## src/rtl/pulse_hs_pkg.sv

```systemverilog
// Shared definitions for the pulse handshake link: FSM states and default sizes.
// Also used by the receive-side synchroniser bench.
package pulse_hs_pkg;

  typedef enum logic [1:0] {
    IDLE = 2'd0,
    REQ  = 2'd1,
    REL  = 2'd2
  } state_t;

  localparam int DEF_SYNC_STAGES = 2;
  localparam int DEF_CNT_W       = 4;

endpackage

```

## src/rtl/pulse_handshake_tx_if.sv

```systemverilog
// Handshake/status bundle between an event producer and pulse_handshake_tx.
// The master drives events and the far-side ack; the slave is the transmitter.
interface pulse_handshake_tx_if
  import pulse_hs_pkg::*;
#(
  parameter int CNT_W = DEF_CNT_W
);

  logic             pulse_in;
  logic             ack_async;
  logic             req;
  logic             busy;
  logic [CNT_W-1:0] pend_cnt;
  logic             drop;

  modport master (
    output pulse_in,
    output ack_async,
    input  req,
    input  busy,
    input  pend_cnt,
    input  drop
  );

  modport slave (
    input  pulse_in,
    input  ack_async,
    output req,
    output busy,
    output pend_cnt,
    output drop
  );

endinterface

```

## src/rtl/pulse_handshake_tx_sync_ff.sv

```systemverilog
// N-stage bit synchroniser, every stage cleared by synchronous reset.
// N must be at least 2.
module sync_ff #(
  parameter int N = 2
) (
  input  logic clk,
  input  logic rst,
  input  logic i_d,
  output logic o_q
);

  logic r_stage [N];

  generate
    for (genvar gi = 0; gi < N; gi++) begin : g_stage
      if (gi == 0) begin : g_first
        always_ff @(posedge clk) begin
          if (rst) r_stage[gi] <= 1'b0;
          else     r_stage[gi] <= i_d;
        end
      end else begin : g_next
        always_ff @(posedge clk) begin
          if (rst) r_stage[gi] <= 1'b0;
          else     r_stage[gi] <= r_stage[gi-1];
        end
      end
    end
  endgenerate

  assign o_q = r_stage[N-1];

endmodule

```

## src/rtl/pulse_handshake_tx.sv

```systemverilog
// Source end of a four-phase req/ack pulse link; queues events while busy.
// Define PULSE_TX_QUEUE_EN to build the saturating pending-event counter.
module pulse_handshake_tx
  import pulse_hs_pkg::*;
#(
  parameter int SYNC_STAGES = DEF_SYNC_STAGES,
  parameter int CNT_W       = DEF_CNT_W
) (
  input logic                 clk,
  input logic                 rst,
  pulse_handshake_tx_if.slave hs
);

  state_t r_state;
  state_t w_state_next;
  logic   r_req;
  logic   r_drop;
  logic   w_drop_next;
  logic   w_ack_s;
  logic   w_launch;
  logic   w_queued;
  logic   w_avail;

  sync_ff #(.N(SYNC_STAGES)) u_ack_sync (
    .clk (clk),
    .rst (rst),
    .i_d (hs.ack_async),
    .o_q (w_ack_s)
  );

`ifdef PULSE_TX_QUEUE_EN
  localparam logic [CNT_W-1:0] CNT_MAX = '1;

  logic [CNT_W-1:0] r_pend_cnt;
  logic [CNT_W-1:0] w_pend_next;
  logic             w_from_q;

  assign w_queued = (r_pend_cnt != '0);
  assign w_from_q = w_launch & w_queued;

  // Queue has priority over pulse_in, so a pulse coinciding with a queued launch nets to zero.
  always_comb begin
    w_pend_next = r_pend_cnt;
    w_drop_next = 1'b0;
    if (w_from_q && !hs.pulse_in) begin
      w_pend_next = r_pend_cnt - 1'b1;
    end else if (hs.pulse_in && !w_launch) begin
      if (r_pend_cnt == CNT_MAX) w_drop_next = 1'b1;
      else                       w_pend_next = r_pend_cnt + 1'b1;
    end
  end

  always_ff @(posedge clk) begin
    if (rst) r_pend_cnt <= '0;
    else     r_pend_cnt <= w_pend_next;
  end

  assign hs.pend_cnt = r_pend_cnt;
`else
  logic [CNT_W-1:0] w_pend_zero;

  assign w_queued    = 1'b0;
  assign w_pend_zero = '0;
  assign w_drop_next = hs.pulse_in & ~w_launch;
  assign hs.pend_cnt = w_pend_zero;
`endif

  assign w_avail = hs.pulse_in | w_queued;

  always_comb begin
    w_state_next = r_state;
    w_launch     = 1'b0;
    case (r_state)
      IDLE: begin
        // A stale ack left high (e.g. after reset) blocks launches until it clears.
        if (!w_ack_s && w_avail) begin
          w_state_next = REQ;
          w_launch     = 1'b1;
        end
      end
      REQ: begin
        if (w_ack_s) w_state_next = REL;
      end
      REL: begin
        if (!w_ack_s) begin
          if (w_avail) begin
            w_state_next = REQ;
            w_launch     = 1'b1;
          end else begin
            w_state_next = IDLE;
          end
        end
      end
      default: w_state_next = IDLE;
    endcase
  end

  always_ff @(posedge clk) begin
    if (rst) begin
      r_state <= IDLE;
      r_req   <= 1'b0;
      r_drop  <= 1'b0;
    end else begin
      r_state <= w_state_next;
      r_req   <= (w_state_next == REQ);
      r_drop  <= w_drop_next;
    end
  end

  assign hs.req  = r_req;
  assign hs.drop = r_drop;
  assign hs.busy = (r_state != IDLE) | w_ack_s;

endmodule

```

## src/flat_wrapper.sv

```systemverilog
// flat-port wrapper written by rule: the top's interface ports become plain ports
module pulse_handshake_tx_flat import pulse_hs_pkg::*;
#(
  parameter int SYNC_STAGES = DEF_SYNC_STAGES,
  parameter int CNT_W       = DEF_CNT_W
)
  (clk, rst, hs_pulse_in, hs_ack_async, hs_req, hs_busy, hs_pend_cnt, hs_drop);
  pulse_handshake_tx_if #(.CNT_W(CNT_W)) hs_i ();
  input logic clk;
  input logic rst;
  input wire logic [$bits(hs_i.pulse_in)-1:0] hs_pulse_in;
  input wire logic [$bits(hs_i.ack_async)-1:0] hs_ack_async;
  output wire logic [$bits(hs_i.req)-1:0] hs_req;
  output wire logic [$bits(hs_i.busy)-1:0] hs_busy;
  output wire logic [$bits(hs_i.pend_cnt)-1:0] hs_pend_cnt;
  output wire logic [$bits(hs_i.drop)-1:0] hs_drop;
  assign hs_i.pulse_in = hs_pulse_in;
  assign hs_i.ack_async = hs_ack_async;
  assign hs_req = hs_i.req;
  assign hs_busy = hs_i.busy;
  assign hs_pend_cnt = hs_i.pend_cnt;
  assign hs_drop = hs_i.drop;
  pulse_handshake_tx #(.SYNC_STAGES(SYNC_STAGES), .CNT_W(CNT_W)) u_core (.clk(clk), .rst(rst), .hs(hs_i));
endmodule
```

## config.mk

```make
export PLATFORM = sky130hd
export DESIGN_NAME = pulse_handshake_tx_flat
export DESIGN_NICKNAME = d
export VERILOG_FILES = /design/src/rtl/pulse_hs_pkg.sv /design/src/rtl/pulse_handshake_tx_if.sv /design/src/rtl/pulse_handshake_tx_sync_ff.sv /design/src/rtl/pulse_handshake_tx.sv /design/src/flat_wrapper.sv
export SDC_FILE = /design/constraint.sdc
export NUM_CORES = 1
export LEC_CHECK = 0
export CELL_PAD_IN_SITES_DETAIL_PLACEMENT = 1
export CELL_PAD_IN_SITES_GLOBAL_PLACEMENT = 1
export CORE_AREA = 2 2 39 41
export DETAILED_ROUTE_END_ITERATION = 8
export DIE_AREA = 0 0 41 43
export GPL_ROUTABILITY_DRIVEN = 0
export PLACE_DENSITY_LB_ADDON = 0.1
export SETUP_SLACK_MARGIN = 0.3
export SLEW_MARGIN = 20
export SYNTH_ARGS = -nofsm -noshare
export SYNTH_HDL_FRONTEND = slang
export SYNTH_SLANG_ARGS = --single-unit
```

## constraint.sdc

```tcl
create_clock -name clk -period 1.2 [get_ports clk]
set_clock_uncertainty 0.1 [all_clocks]
set_input_delay 0.24 -clock clk [delete_from_list [all_inputs] [get_ports clk]]
set_output_delay 0.24 -clock clk [all_outputs]
set_load 0.01 [all_outputs]
```

==> results by group <==
CTS
  – CTS Hold Bufs: 0
  – TritonCTS clock tree: built
  – CTS Sinks: 6
  – H-tree depth: 1
  – Max clock buf depth: 2
  – Clock transition at path regs: around 0.050 ns
  – Post-CTS Setup Repair Bufs: 0
  – Worst-skew pair later-pin latency: roughly 0.24 ns
  – Root Buffer: clkbuf_4
  – TritonCTS Buffers: 3

Routing
  – Final ANT Viol Nets: 0
  – DR vias/cell: about 3.6
  – Via count: 176
  – Initial DRC Count: 0
  – WL/cell: just over 9 µm
  – Final wirelength: 458 µm
  – DRC Markers: 0
  – DRT Pass-1 Iters: 1

Layout
  – Area grow syn2layout: 57.3%
  – Share of cells above drive strength 1: around 58%
  – Layout Cells excl Fill: 49
  – Layout Nets: 39
  – Ant. Diodes: 0

Critical path
  – Setup crit start kind: register
  – Register-to-Register Path Depth: 3
  – Setup Crit Path Kind: register to output pin
  – Register-to-register setup slack: 0.22 ns
  – Crit Reg-Reg Endpoint: u_core.r_state[0]
  – Nature of the critical path endpoint: output pin
  – Worst reg2reg startpoint: u_core.r_state[0]
  – Arrival @ worst endpoint: around 1.1 ns
  – Worst EP required: approximately 0.86 ns
  – Worst-path fanout max: 2

Synthesis
  – Top cell type's share of synthesized area: about 50%
  – Async set-reset flop share out of synthesis: 0%
  – Top-count cell post-synth: dfxtp_1
  – Yosys warns: 0
  – Most used DFF post-synth: dfxtp_1
  – Main area contributors after synthesis: dfxtp_1 50%, buf_4 13%, a211oi_1 6.3%
  – Seq/Total Area, Yosys: about 50%
  – Avg Cell Area, Syn: between 10 and 15 µm²
  – FF+latch count, synth: 6
  – Post-synth top cells: 6 x dfxtp_1, 4 x buf_4, 2 x a211oi_1, 2 x nor2b_1
  – Cells after synthesis: 22
  – Post-synth EDFFs: 0
  – Synth cell types: 12
  – Cell area after synthesis: between 200 and 250 µm²
  – Cell taking the most area after synthesis: dfxtp_1

Floorplan
  – Die Width: 41 µm
  – Core Box Area: 1380 µm²
  – Die Ht: about 43 µm
  – Io pins: 11
  – Row cnt: 14
  – Initial core utilization: approximately 17%
  – Die area: between 1500 and 2000 µm²

GRT
  – First-pass GRT wire length: around 750 µm
  – Largest net degree at the start of global routing: 7
  – Vias in the first global route: between 150 and 200
  – Antenna violations before repair: 0
  – Total Routing Usage GR: 7.55%
  – Total grt overflow: 0

Timing
  – Min cycle time layout: roughly 1.4 ns
  – Hold Vio Cnt, Final: 0
  – Final setup margin: -0.193 ns
  – # setup viols final: 1
  – Final Slew Violations: 0
  – Max Fclk: roughly 0.72 GHz
  – RSZ-0062 raised after global routing: yes
  – Final Cycle Share: 116%

Power
  – Worst ir drop on vdd: a little over 0.5 mV
  – Pwr dens: 1300 nW/µm²
  – LEAKAGE: between 0.15 and 0.2 nW

Placed design
  – Number of port buffers: 6
  – Placed cell count: between 40 and 50
  – Pre-CTS setup slack: -0.279 ns

Min path
  – Hold Crit Depth: 1
  – Worst min-delay path class: register to register
  – Endpoint, Worst Hold: u_core.u_ack_sync.r_stage[1]
  – Worst Min Path Start: u_core.u_ack_sync.r_stage[0]

Status
  – Failing checks: setup timing
  – Status: complete, but fails checks

Flow run
  – Max cap viols: 0
==> worst max-delay path: stages, from the launching register on <==
cell and delay [ns]:
dfxtp_2 0.31, or3_4 0.37, buf_6 0.13
==> metrics by stage <==
step	total power [mW]	cell area, µm²	hold slack, ns	utilization [%]	TNS [ns]
after floorplan	0.264	258	0.202	-	0
after global placement	0.294	330	0.320	23.9	-0.374
after detailed placement	0.294	330	0.329	23.9	-0.375
after CTS	0.501	377	0.340	27.2	-0.206
after global routing	0.525	378	0.362	27.3	-0.234
final	0.491	378	0.342	27.3	-0.193
==> per-layer routing <==
metal	track usage [%]	wire length, µm	part of all wire, %
met3	7.85	58	13
met4	6.00	0	0
met1	6.80	179	39
met5	0	0	0
met2	9.38	220	48
==> power breakdown <==
part,internal [mW],switching (mW),total [mW]
Sequential,0.211,0.00411,0.215
Clock,0.113,0.0752,0.188
Combinational,0.0487,0.0384,0.0870
==> placed cells by master, fill, tap and decap left out <==
master           instances
dlygate4sd2_1            1
a211oi_2                 2
or3_4                    1
conb_1                   4
xnor2_2                  1
clkdlybuf4s50_1          2
dfxtp_1                  4
nor2_1                   1
clkbuf_4                 3
buf_4                    2
dfxtp_2                  2
nor3b_2                  2
nor2b_1                  2
buf_6                    2
nand2b_4                 2
buf_2                    2
==> logic make-up after synthesis <==
family          Yosys count  synth area share (%)
other cells               1                  1.56
xor+xnor                  1                  3.65
flops                     6                  50.0
simple gates              8                  26.0
compound gates            2                  6.25
buf+inv                   4                  12.5
==> cell type report <==
class,count,area (µm²)
Multi-Input combinational cell,15,136
Timing Repair Buffer,9,76.3
Sequential cell,6,123
Clock buffer,3,22.5
Tap cell,16,20.0
Fill cell,160,1010
==> registers in the layout, summed over array words and instances (netlist names) <==
name / flops
u_core.r_state: 2
u_core.u_ack_sync.r_stage: 2
u_core.hs.drop: 1
u_core.hs.req: 1
==> how the worst max path moves through the flow <==
stage	start	to	slack (ns)	cells after the start
6_report	u_core.r_state[1]	hs_busy	-0.19	2
5_1_grt	u_core.r_state[1]	hs_busy	-0.23	2
4_1_cts	u_core.r_state[1]	hs_busy	-0.21	2
3_5_place_dp	u_core.r_state[1]	hs_busy	-0.28	2
3_3_place_gp	u_core.r_state[1]	hs_busy	-0.28	2
2_1_floorplan	u_core.r_state[1]	hs_busy	0.17	1
==> repair_timing <==
item / 4_1_cts / 5_1_grt
setup endpoints to repair: 7 / 6
resized for setup: 20 / 1
pin swaps: 2 / 2
No activity file was read; power rests on OpenSTA's default activity.
